==> src/rtl/bt_pipe_initiator.sv <==
// -----------------------------------------------------------------------------
// bt_pipe_initiator
// Host-side emulator for block-throttled pipe endpoints. The write channel
// pushes pattern words in fixed-size blocks into a pipe-in sink; the read
// channel pulls blocks from a pipe-out source and checks every word against
// the same pattern. Both channels run concurrently from one start pulse.
//
// Ports:
//   clk, reset        single clock, asynchronous active-high reset
//   start             one-cycle run request (ignored while busy or during done)
//   mode              0 = 32-bit LFSR pattern, 1 = 16-bit incrementing counter
//   num_blocks        blocks per channel, captured on an accepted start
//   pi_ready          sink can take a full block
//   pi_blockstrobe    one-cycle pulse ahead of each write block
//   pi_write/pi_data  write strobe and data, valid in the same cycle
//   po_ready          source holds a full block
//   po_blockstrobe    one-cycle pulse ahead of each read block
//   po_read           read strobe
//   po_data           read data, valid exactly one cycle after po_read
//   busy, done        run in progress / one-cycle end-of-run pulse
//   error_count       saturating count of read mismatches
// -----------------------------------------------------------------------------

// One block-throttled channel: handshake FSM, block/word/gap counters and an
// independent pattern generator. All outputs are registered.
module bt_pipe_chan #(
    parameter int          BLOCK_WORDS = 256,
    parameter int          GAP_CYCLES  = 4,
    parameter logic [31:0] SEED        = 32'h0000_0001,
    parameter bit          DRAIN       = 1'b0
) (
    input  logic        clk,
    input  logic        reset,
    input  logic        start_acc,
    input  logic        mode,
    input  logic [15:0] num_blocks,
    input  logic        ready,
    input  logic        fin_ack,
    output logic        blockstrobe,
    output logic        xfer,
    output logic [15:0] word,
    output logic        fin
);

    typedef enum logic [2:0] {
        S_IDLE   = 3'd0,
        S_WAIT   = 3'd1,
        S_STROBE = 3'd2,
        S_XFER   = 3'd3,
        S_GAP    = 3'd4,
        S_DRAIN  = 3'd5,
        S_FIN    = 3'd6
    } chan_state_e;

    localparam logic [10:0] WORD_LAST = 11'(BLOCK_WORDS - 1);
    localparam logic [7:0]  GAP_LAST  = 8'((GAP_CYCLES > 0) ? (GAP_CYCLES - 1) : 0);
    localparam bit          HAS_GAP   = (GAP_CYCLES > 0);
    // The read channel spends one extra cycle so the last data check lands
    // before it reports FIN.
    localparam chan_state_e LAST_STATE = DRAIN ? S_DRAIN : S_FIN;

    // x^32+x^22+x^2+x+1, Fibonacci form, shift left, feedback into bit 0
    function automatic logic [31:0] lfsr_step(input logic [31:0] v);
        lfsr_step = {v[30:0], v[31] ^ v[21] ^ v[1] ^ v[0]};
    endfunction

    chan_state_e state_q, state_d;
    logic [15:0] blk_q, blk_d;
    logic [10:0] wcnt_q, wcnt_d;
    logic [7:0]  gcnt_q, gcnt_d;
    logic [31:0] lfsr_q, lfsr_d;
    logic [15:0] cnt_q, cnt_d;
    logic        blockstrobe_q;
    logic        xfer_q;
    logic [15:0] word_q;
    logic        adv_s;
    logic [15:0] word_s;

    // Channel state machine and block/word/gap counters
    always_comb begin
        state_d = state_q;
        blk_d   = blk_q;
        wcnt_d  = wcnt_q;
        gcnt_d  = gcnt_q;
        case (state_q)
            S_IDLE: begin
                if (start_acc) begin
                    blk_d = num_blocks;
                    if (num_blocks != 16'd0) begin
                        state_d = S_WAIT;
                    end else begin
                        state_d = S_FIN;
                    end
                end else begin
                    state_d = S_IDLE;
                end
            end
            S_WAIT: begin
                if (ready) begin
                    state_d = S_STROBE;
                end else begin
                    state_d = S_WAIT;
                end
            end
            S_STROBE: begin
                state_d = S_XFER;
                wcnt_d  = 11'd0;
            end
            S_XFER: begin
                // ready is deliberately not looked at while a block is moving
                if (wcnt_q == WORD_LAST) begin
                    blk_d = blk_q - 16'd1;
                    if (HAS_GAP) begin
                        state_d = S_GAP;
                        gcnt_d  = 8'd0;
                    end else if (blk_q != 16'd1) begin
                        state_d = S_WAIT;
                    end else begin
                        state_d = LAST_STATE;
                    end
                end else begin
                    wcnt_d = wcnt_q + 11'd1;
                end
            end
            S_GAP: begin
                if (gcnt_q == GAP_LAST) begin
                    if (blk_q != 16'd0) begin
                        state_d = S_WAIT;
                    end else begin
                        state_d = LAST_STATE;
                    end
                end else begin
                    gcnt_d = gcnt_q + 8'd1;
                end
            end
            S_DRAIN: begin
                state_d = S_FIN;
            end
            S_FIN: begin
                if (fin_ack) begin
                    state_d = S_IDLE;
                end else begin
                    state_d = S_FIN;
                end
            end
            default: begin
                state_d = S_IDLE;
            end
        endcase
    end

    // Pattern generator: reload on start, advance once per transferred word
    always_comb begin
        adv_s = (state_d == S_XFER);
        if (start_acc) begin
            lfsr_d = SEED;
            cnt_d  = 16'd0;
        end else if (adv_s) begin
            if (mode) begin
                lfsr_d = lfsr_q;
                cnt_d  = cnt_q + 16'd1;
            end else begin
                lfsr_d = lfsr_step(lfsr_q);
                cnt_d  = cnt_q;
            end
        end else begin
            lfsr_d = lfsr_q;
            cnt_d  = cnt_q;
        end
        if (mode) begin
            word_s = cnt_q;
        end else begin
            word_s = lfsr_q[15:0];
        end
    end

    // Channel registers; strobes are decoded from the next state so they
    // line up exactly with the state they belong to.
    always_ff @(posedge clk or posedge reset) begin
        if (reset) begin
            state_q       <= S_IDLE;
            blk_q         <= 16'd0;
            wcnt_q        <= 11'd0;
            gcnt_q        <= 8'd0;
            lfsr_q        <= SEED;
            cnt_q         <= 16'd0;
            blockstrobe_q <= 1'b0;
            xfer_q        <= 1'b0;
            word_q        <= 16'd0;
        end else begin
            state_q       <= state_d;
            blk_q         <= blk_d;
            wcnt_q        <= wcnt_d;
            gcnt_q        <= gcnt_d;
            lfsr_q        <= lfsr_d;
            cnt_q         <= cnt_d;
            blockstrobe_q <= (state_d == S_STROBE);
            xfer_q        <= adv_s;
            word_q        <= adv_s ? word_s : 16'd0;
        end
    end

    assign blockstrobe = blockstrobe_q;
    assign xfer        = xfer_q;
    assign word        = word_q;
    assign fin         = (state_q == S_FIN);

endmodule

// Top level: start/busy/done control, the two channels and the read checker.
module bt_pipe_initiator #(
    parameter int          BLOCK_WORDS = 256,
    parameter int          GAP_CYCLES  = 4,
    parameter logic [31:0] SEED        = 32'h0000_0001
) (
    input  logic        clk,
    input  logic        reset,
    input  logic        start,
    input  logic        mode,
    input  logic [15:0] num_blocks,
    input  logic        pi_ready,
    output logic        pi_blockstrobe,
    output logic        pi_write,
    output logic [15:0] pi_data,
    input  logic        po_ready,
    output logic        po_blockstrobe,
    output logic        po_read,
    input  logic [15:0] po_data,
    output logic        busy,
    output logic        done,
    output logic [15:0] error_count
);

    logic        busy_q, busy_d;
    logic        done_q, done_d;
    logic        mode_q, mode_d;
    logic        chk_pend_q, chk_pend_d;
    logic [15:0] chk_exp_q, chk_exp_d;
    logic [15:0] err_q, err_d;
    logic        start_acc_s;
    logic        both_fin_s;
    logic        mismatch_s;
    logic        wr_fin_s;
    logic        rd_fin_s;
    logic [15:0] rd_word_s;

    // Run control and read-data checker
    always_comb begin
        // A start landing on the done cycle is dropped along with busy ones.
        start_acc_s = start && !busy_q && !done_q;
        both_fin_s  = wr_fin_s && rd_fin_s;
        if (start_acc_s) begin
            busy_d = 1'b1;
        end else if (both_fin_s) begin
            busy_d = 1'b0;
        end else begin
            busy_d = busy_q;
        end
        done_d = both_fin_s;
        if (start_acc_s) begin
            mode_d = mode;
        end else begin
            mode_d = mode_q;
        end
        // Expected word travels one cycle behind po_read to meet the data.
        chk_pend_d = po_read;
        chk_exp_d  = rd_word_s;
        mismatch_s = chk_pend_q && (po_data != chk_exp_q);
        if (start_acc_s) begin
            err_d = 16'd0;
        end else if (mismatch_s && (err_q != 16'hFFFF)) begin
            err_d = err_q + 16'd1;
        end else begin
            err_d = err_q;
        end
    end

    // Control and checker registers
    always_ff @(posedge clk or posedge reset) begin
        if (reset) begin
            busy_q     <= 1'b0;
            done_q     <= 1'b0;
            mode_q     <= 1'b0;
            chk_pend_q <= 1'b0;
            chk_exp_q  <= 16'd0;
            err_q      <= 16'd0;
        end else begin
            busy_q     <= busy_d;
            done_q     <= done_d;
            mode_q     <= mode_d;
            chk_pend_q <= chk_pend_d;
            chk_exp_q  <= chk_exp_d;
            err_q      <= err_d;
        end
    end

    bt_pipe_chan #(
        .BLOCK_WORDS (BLOCK_WORDS),
        .GAP_CYCLES  (GAP_CYCLES),
        .SEED        (SEED),
        .DRAIN       (1'b0)
    ) u_wr (
        .clk         (clk),
        .reset       (reset),
        .start_acc   (start_acc_s),
        .mode        (mode_q),
        .num_blocks  (num_blocks),
        .ready       (pi_ready),
        .fin_ack     (both_fin_s),
        .blockstrobe (pi_blockstrobe),
        .xfer        (pi_write),
        .word        (pi_data),
        .fin         (wr_fin_s)
    );

    bt_pipe_chan #(
        .BLOCK_WORDS (BLOCK_WORDS),
        .GAP_CYCLES  (GAP_CYCLES),
        .SEED        (SEED),
        .DRAIN       (1'b1)
    ) u_rd (
        .clk         (clk),
        .reset       (reset),
        .start_acc   (start_acc_s),
        .mode        (mode_q),
        .num_blocks  (num_blocks),
        .ready       (po_ready),
        .fin_ack     (both_fin_s),
        .blockstrobe (po_blockstrobe),
        .xfer        (po_read),
        .word        (rd_word_s),
        .fin         (rd_fin_s)
    );

    assign busy        = busy_q;
    assign done        = done_q;
    assign error_count = err_q;

endmodule

==> config.mk <==
export PLATFORM = sky130hd
export DESIGN_NAME = bt_pipe_initiator
export DESIGN_NICKNAME = d
export VERILOG_FILES = /design/src/rtl/bt_pipe_initiator.sv
export SDC_FILE = /design/constraint.sdc
export NUM_CORES = 1
export LEC_CHECK = 0
export CAP_MARGIN = 20
export CORE_MARGIN = 2
export CORE_UTILIZATION = 30
export DETAILED_ROUTE_END_ITERATION = 7
export PLACE_DENSITY = 0.49
export SETUP_SLACK_MARGIN = 0.3
export SYNTH_ARGS = -nofsm -noshare
export SYNTH_HDL_FRONTEND = slang
export SYNTH_HIERARCHICAL = 1
export SYNTH_SLANG_ARGS = --single-unit
==> constraint.sdc <==
create_clock -name clk -period 3.75 [get_ports clk]
set_input_delay 0.9375 -clock clk [delete_from_list [all_inputs] [get_ports clk]]
set_output_delay 0.9375 -clock clk [all_outputs]
set_load 0.01 [all_outputs]
==> results of run 1 <==
==> placed cells by master (no fill, tap or decap), types with 16 or more instances in the layout <==
cell type,n
nor3_1,33
dfrtp_1,241
buf_4,22
clkdlybuf4s50_1,75
nor2_1,132
mux2i_1,35
clkbuf_16,29
xor2_1,28
nand4_1,35
nand3_1,46
nor4_1,22
o21ai_0,55
a21oi_1,113
xnor2_1,48
inv_1,16
nand2_1,184
==> through the flow <==
stage / hold WS [ps] / power, mW / utilization
3_5_place_dp: 334.7 / 5.057 / 0.3392
3_3_place_gp: 335.1 / 5.034 / 0.3392
2_1_floorplan: 331.2 / 4.412 / -
6_report: 347.1 / 7.737 / 0.3640
5_1_grt: 357.8 / 8.211 / 0.3640
4_1_cts: 348.4 / 7.875 / 0.3634
==> final cells by class <==
class | instances | area [µm²]
tap | 518 | 648.1
multi-input combinational | 910 | 5303
clock buffer | 35 | 768.2
inverter | 19 | 80.08
timing repair buffer | 101 | 991.0
sequential | 244 | 6110
fill | 3895 | 24580
clock inverter | 16 | 166.4
==> cells by family after synthesis <==
logic type | after synthesis
fa+ha+maj | 10
flops | 244
mux | 36
simple gates | 559
compound gates | 229
buf+inv | 81
xor+xnor | 76
==> final timing paths <==
| path | from | end | slack (ps) | depth (start not counted) |
|---|---|---|---|---|
| worst max-delay path | error_count[8] | error_count[8] | 1220 | 1 |
| worst max register to register | u_wr/wcnt_q[0] | u_wr/lfsr_q[29] | 1270 | 8 |
| worst min register to register | u_rd/word[2] | chk_exp_q[2] | 350 | 0 |
| max in group asynchronous | reset | u_wr/blk_q[3] | 2050 | 3 |
| min in group asynchronous | reset | error_count[13] | 860 | 2 |
| worst min-delay path | u_rd/word[2] | chk_exp_q[2] | 350 | 0 |
==> sequential cells by signal, summed over array words and instances, names as in the netlist, 3 cells and up <==
register / flops
u_rd/word: 16
u_rd/state_q: 3
u_wr/blk_q: 16
u_rd/lfsr_q: 32
u_rd/wcnt_q: 11
u_wr/lfsr_q: 32
u_wr/state_q: 3
u_wr/wcnt_q: 11
chk_exp_q: 16
u_wr/word: 16
u_rd/cnt_q: 16
u_rd/blk_q: 16
u_wr/gcnt_q: 8
u_wr/cnt_q: 16
u_rd/gcnt_q: 8
error_count: 16
==> power breakdown <==
part / internal (mW) / switching, mW
sequential: 3.06 / 0.363
combinational: 0.678 / 0.872
clock: 1.66 / 1.11
==> metal layers <==
layer  up-vias  global-route usage  wire length, µm
met1      4446              0.1962            13590
met2       115              0.2328            13180
met5         -                   0                0
met4         0             0.02836              409
met3        29             0.02122              981
li1       4495                   -                -
==> summary.md, run 1 <==
| Metric | Value |
|---|---|
| Clk buf depth | `3` |
| Initial antenna violation count | `0` |
| Worst-margin pin slew | `916.2 ps` |
| CP Launch Type | `register` |
| Post-route ant nets | `0` |
| Via count | `9085` |
| Placed Area | `approximately 0.013 mm²` |
| Share of cells above drive strength 1 | `0.08000` |
| Max-cap viol count | `0` |
| Asr flop ratio synth | `1.000` |
| Cell count after synthesis | `1235` |
| P&R area growth vs syn | `19.98%` |
| Final Hold Viols | `0` |
| Min Tclk post-route | `about 2500 ps` |
| Crit path cell chain | `clkdlybuf4s50_1` |
| Layout Skew | `14.35 ps` |
| Cell Pwr Density | `550.0 mW/mm²` |
| Total gr overflow | `0` |
| Port Buf Inserts | `75` |
| Drt pass-1 iters | `5` |
| Synth Area in Simple Gates | `0.2391` |
| Initial Util | `0.3034` |
| Critical-path top delay cell | `clkdlybuf4s50_1` |
| Final HPWL DP | `18800 µm` |
| Synth Warn # | `6` |
| H-tree level count | `1` |
| Vias in the first global route | `9105` |
| Final setup vio count | `0` |
| Non-Filler Instances | `1843` |
| FF+latch count, synth | `244` |
| Worst skew pair latency | `540 ps` |
| Design Area, Final | `0.01407 mm²` |
| Cell taking the most area after synthesis | `dfrtp_1` |
| Ant diodes | `0` |
| CP required | `2810 ps` |
| Clock Tree Root | `clkbuf_16` |
| Synth Area in Compound Gates | `0.1120` |
| Rel. slew slack | `0.3836` |
| Mapped cell area | `0.01172 mm²` |
| Die Span Y | `201.7 µm` |
| Num CTS Buffers | `28` |
| Routability cong. | `0.7531` |
| Resized cells post-CTS | `0` |
| Core Region | `0.03865 mm²` |
| RSZ-0062 raised after global routing | `false` |
| Die W | `around 200 µm` |
| Total GRT Usage | `0.1408` |
| Min-delay worst type | `register to register` |
| Vias per inst | `4.929` |
| Post-Place Cells | `1790` |
| EDFF count, synth | `0` |
| P_leak | `5.770 nW` |
| Buf/Inv on CP | `1` |
| Unique masters post-synth | `between 60 and 70` |
| CTS tree | `yes` |
| Fin crit share | `0.6757` |
| CP top delay family | `buffers and inverters` |
| Area share of fa/ha/maj cells after synthesis | `0.01067` |
| Routed Wire Length | `28160 µm` |
| # hold bufs at CTS | `0` |
| Largest net degree at the start of global routing | `105` |
| Total Nets Final | `1352` |
| Synth Area in XOR/XNOR | `0.05678` |
| Final slew viol count | `0` |
| Status | `complete, no violations` |
| Synthesized area per cell | `9.493 µm²` |
| Multiplexer share of the synthesized area | `0.03084` |
| Ports | `76` |
| Most used DFF post-synth | `dfrtp_1` |
| Postcts setup bufs | `0` |
| CP Max Fanout | `6` |
| # clock sinks | `244` |
| Fin Setup TNS | `0 ps` |
| # rows | `72` |
| Yosys top cell area share | `0.5165` |
| Main combinational cell family by area after synthesis | `simple AND/OR/NAND/NOR gates` |
| Worst-path clk slew | `60 ps` |
| Place WS | `579.1 ps` |
| Final worst slack | `1216 ps` |
| Residual DRC count | `0` |
| Top cell types by occurrence after synthesis | `dfrtp_1 (242), nand2_1 (184), nor2_1 (132), a21oi_1 (114), o21ai_0 (55)` |
| Sequential area share after synthesis | `0.5210` |
| First-pass GRT wire length | `48090 µm` |
| CP Capture Type | `primary output` |
| Maximum VDD drop | `a little over 0.3 mV` |
| Iteration-0 DRC Markers | `537` |
| CP max stage delay | `610 ps` |
| Synth top area cells | `dfrtp_1 (52%), nand2_1 (5.9%), a21oi_1 (4.9%)` |
| Critical path type | `register to primary output` |
| Die Footprint | `a little over 0.04 mm²` |
| Maximum clock frequency | `between 0.3 and 0.4 GHz` |
| Routed WL per cell | `approximately 15 µm` |
| Critical path arrival | `roughly 1600 ps` |
| Most common cell in the netlist | `dfrtp_1` |
| Mapped Nets | `1283` |
Note: power is estimated with default switching activity, not from simulation.
==> run 2, diff against run 1 <==
--- a/config.mk
+++ b/config.mk
@@ -9,7 +9,7 @@
 export CORE_MARGIN = 2
 export CORE_UTILIZATION = 30
 export DETAILED_ROUTE_END_ITERATION = 7
-export PLACE_DENSITY = 0.49
+export PLACE_DENSITY = 0.47
 export SETUP_SLACK_MARGIN = 0.3
 export SYNTH_ARGS = -nofsm -noshare
 export SYNTH_HDL_FRONTEND = slang
==> constraint.sdc (replaced) <==
create_clock -name clk -period 2.5 [get_ports clk]
set_input_delay 0.625 -clock clk [delete_from_list [all_inputs] [get_ports clk]]
set_output_delay 0.625 -clock clk [all_outputs]
set_load 0.01 [all_outputs]
==> run 2 against run 1 <==
Against the previous run: utilization is 1.7 points higher; worst setup slack got worse by 870 ps; flip-flop and latch count unchanged; cell count grew 2.9%; sequential share of layout area shrank 1.9 points; die area is the same; hold slack better by 0.57 ps; sequential power grew 49%.
==> summary.md, run 2 (synthesized netlist as in run 1, its figures left out) <==
| Metric | Value |
|---|---|
| Vias per inst | `4.915 (-0.29%)` |
| Worst-margin pin slew | `612.9 ps (-303.3 ps)` |
| Iteration-0 DRC Markers | `472 (-12%)` |
| Final slew viol count | `0 (unchanged)` |
| CP Max Fanout | `1 (-5)` |
| Maximum VDD drop | `0.4650 mV (+51%)` |
| Crit path cell chain | `clkdlybuf4s50_1` |
| Total Nets Final | `1404 (+3.8%)` |
| Status | `complete, no violations` |
| Fin crit share | `0.8630` |
| CP required | `1880 ps (-930 ps)` |
| Maximum clock frequency | `0.4635 GHz` |
| # clock sinks | `244 (unchanged)` |
| Total GRT Usage | `0.1462 (+0.005412)` |
| Worst-path clk slew | `60 ps (about the same)` |
| Cell Pwr Density | `849.0 mW/mm² (+54%)` |
| Routed Wire Length | `29380 µm (+4.3%)` |
| Rel. slew slack | `0.5857 (+0.2021)` |
| Fillers | `3822 (-1.9%)` |
| Non-Filler Instances | `1897 (+2.9%)` |
| Critical path arrival | `1530 ps (-70 ps)` |
| RSZ-0062 raised after global routing | `false` |
| Core Region | `0.03865 mm² (unchanged)` |
| Cell Int Power | `8.852 mW (+64%)` |
| Fin Setup TNS | `0 ps (unchanged)` |
| Critical Path Start | `u_wr/blockstrobe` |
| Die Span Y | `201.7 µm (unchanged)` |
| Critical-path top delay cell | `clkdlybuf4s50_1` |
| Max-cap viol count | `0 (unchanged)` |
| Via count | `9324 (+2.6%)` |
| Port Buf Inserts | `75 (unchanged)` |
| Min-delay worst type | `register to register` |
| # rows | `72 (unchanged)` |
| Clock network power share | `0.391 (+0.034)` |
| CTS tree | `yes` |
| CP max stage delay | `570 ps (-40 ps)` |
| Total power | `12.50 mW (+62%)` |
| CP top delay family | `buffers and inverters` |
| Total gr overflow | `0 (unchanged)` |
| Initial antenna violation count | `1 (+1)` |
| Most common cell after layout, fill and taps aside | `dfrtp_1` |
| Die Footprint | `0.04068 mm² (unchanged)` |
| Final Hold Viols | `0 (unchanged)` |
| Clk buf depth | `3 (unchanged)` |
| Worst skew pair latency | `570 ps (+30 ps)` |
| R2R Path Start | `error_count[1]` |
| H-tree level count | `1 (unchanged)` |
| Area taken by multi-input logic gates | `0.005344 mm² (+0.78%)` |
| Num CTS Buffers | `30 (+7.1%)` |
| Final HPWL DP | `20290 µm (+7.9%)` |
| Clock Tree Root | `clkbuf_16` |
| Post-Place Cells | `1834 (+2.5%)` |
| Layout Skew | `23.02 ps (+8.675 ps)` |
| Buf/Inv on CP | `1 (unchanged)` |
| Switching power | `3.649 mW (+56%)` |
| Drt pass-1 iters | `4 (-1)` |
| P&R area growth vs syn | `25.59%` |
| Flop pwr share | `0.407 (-0.035)` |
| Residual DRC count | `0 (unchanged)` |
| Routed WL per cell | `15.49 µm (+1.3%)` |
| Largest net degree at the start of global routing | `47 (-55%)` |
| Worst Hold Launch | `u_rd/word[14]` |
| Most frequent cells in the layout | `dfrtp_1 (235), nand2_1 (184), nor2_1 (132)` |
| Routability cong. | `0.7965 (+5.8%)` |
| Seq. cell area | `0.006117 mm² (+0.12%)` |
| Largest regs | `u_rd/lfsr_q (32), u_wr/lfsr_q (32)` |
| Combinational Power Share | `0.202 (+0.002)` |
| First-pass GRT wire length | `49090 µm (+2.1%)` |
| Post-route ant nets | `0 (unchanged)` |
| P_leak | `6.143 nW (+6.5%)` |
| Share of cells above drive strength 1 | `0.1255 (+0.04545)` |
| Critical path type | `register to primary output` |
| Min Tclk post-route | `2158 ps` |
| # hold bufs at CTS | `0 (unchanged)` |
| Die W | `201.7 µm (unchanged)` |
| CP Launch Type | `register` |
| Ports | `76 (unchanged)` |
| Ant diodes | `0 (unchanged)` |
| Switching share of power | `0.2919 (-0.01099)` |
| Vias in the first global route | `9230 (+1.4%)` |
| Initial Util | `0.3034 (unchanged)` |
| CP Capture Type | `primary output` |
| Final setup vio count | `0 (unchanged)` |
run 2: cell count changes in the layout (fill, tap and decap cells not counted), moves of 2 or more:
cell	delta
clkinv_2	-4
clkdlybuf4s50_1	-8
dfrtp_1	-6
clkbuf_1	-2
bufinv_16	+4
clkbuf_16	+2
clkbuf_8	+4
dfrtp_2	+6
dlygate4sd2_1	+7
buf_4	+46
buf_12	+3
run 2: area by class of cell:
cell class              count  area share
repair buffers            151     0.09517
well taps                 518     0.04402
multi-input cells         910      0.3629
clock buffers              39     0.05880
flip-flops and latches    244      0.4154
clock inverters            16     0.01818
inverters                  19    0.005438
run 2: routing by layer:
metal / GRT usage / share of wire / routed length, µm
met1: 0.2058 / 0.49 / 14350
met2: 0.2344 / 0.46 / 13530
met3: 0.01879 / 0.030 / 869
met4: 0.04517 / 0.021 / 626
met5: 0 / 0 / 0
run 2: power by group through the flow:
stage | clock [mW] | sequential [mW] | combinational [mW]
2_1_floorplan | 0 | 5.06 | 1.56
3_3_place_gp | 0 | 5.19 | 2.44
3_5_place_dp | 0 | 5.20 | 2.47
4_1_cts | 5.06 | 5.10 | 2.54
5_1_grt | 5.20 | 5.18 | 2.86
6_report | 4.89 | 5.08 | 2.53
run 2: worst paths after layout:
path                       slack [ps]               to  cells after the start
max                               340   pi_blockstrobe                      1
min                               350    chk_exp_q[14]                      0
max reg2reg                       460  error_count[12]                      7
min reg2reg                       350    chk_exp_q[14]                      0
max in group asynchronous        1350   u_rd/gcnt_q[5]                      3
min in group asynchronous         520    chk_exp_q[10]                      2
run 2: what timing repair did:
item | CTS | global route
gates cloned | 0 | 0
gates resized for setup | 14 | 8
setup buffers | 5 | 3
pin swaps | 0 | 2
setup endpoints to repair | 22 | 47
run 2: per-stage QoR:
step | hold WS, ps | instance area [µm²] | worst slack, ps | util
after global placement | 334.4 | 13490 | -175.0 | 0.3491
after global routing | 353.3 | 14720 | 300.4 | 0.3810
after floorplan | 331.2 | 11770 | 347.3 | -
final | 347.7 | 14720 | 342.4 | 0.3810
after detailed placement | 334.7 | 13490 | -231.0 | 0.3491
after CTS | 348.3 | 14670 | 300.8 | 0.3795
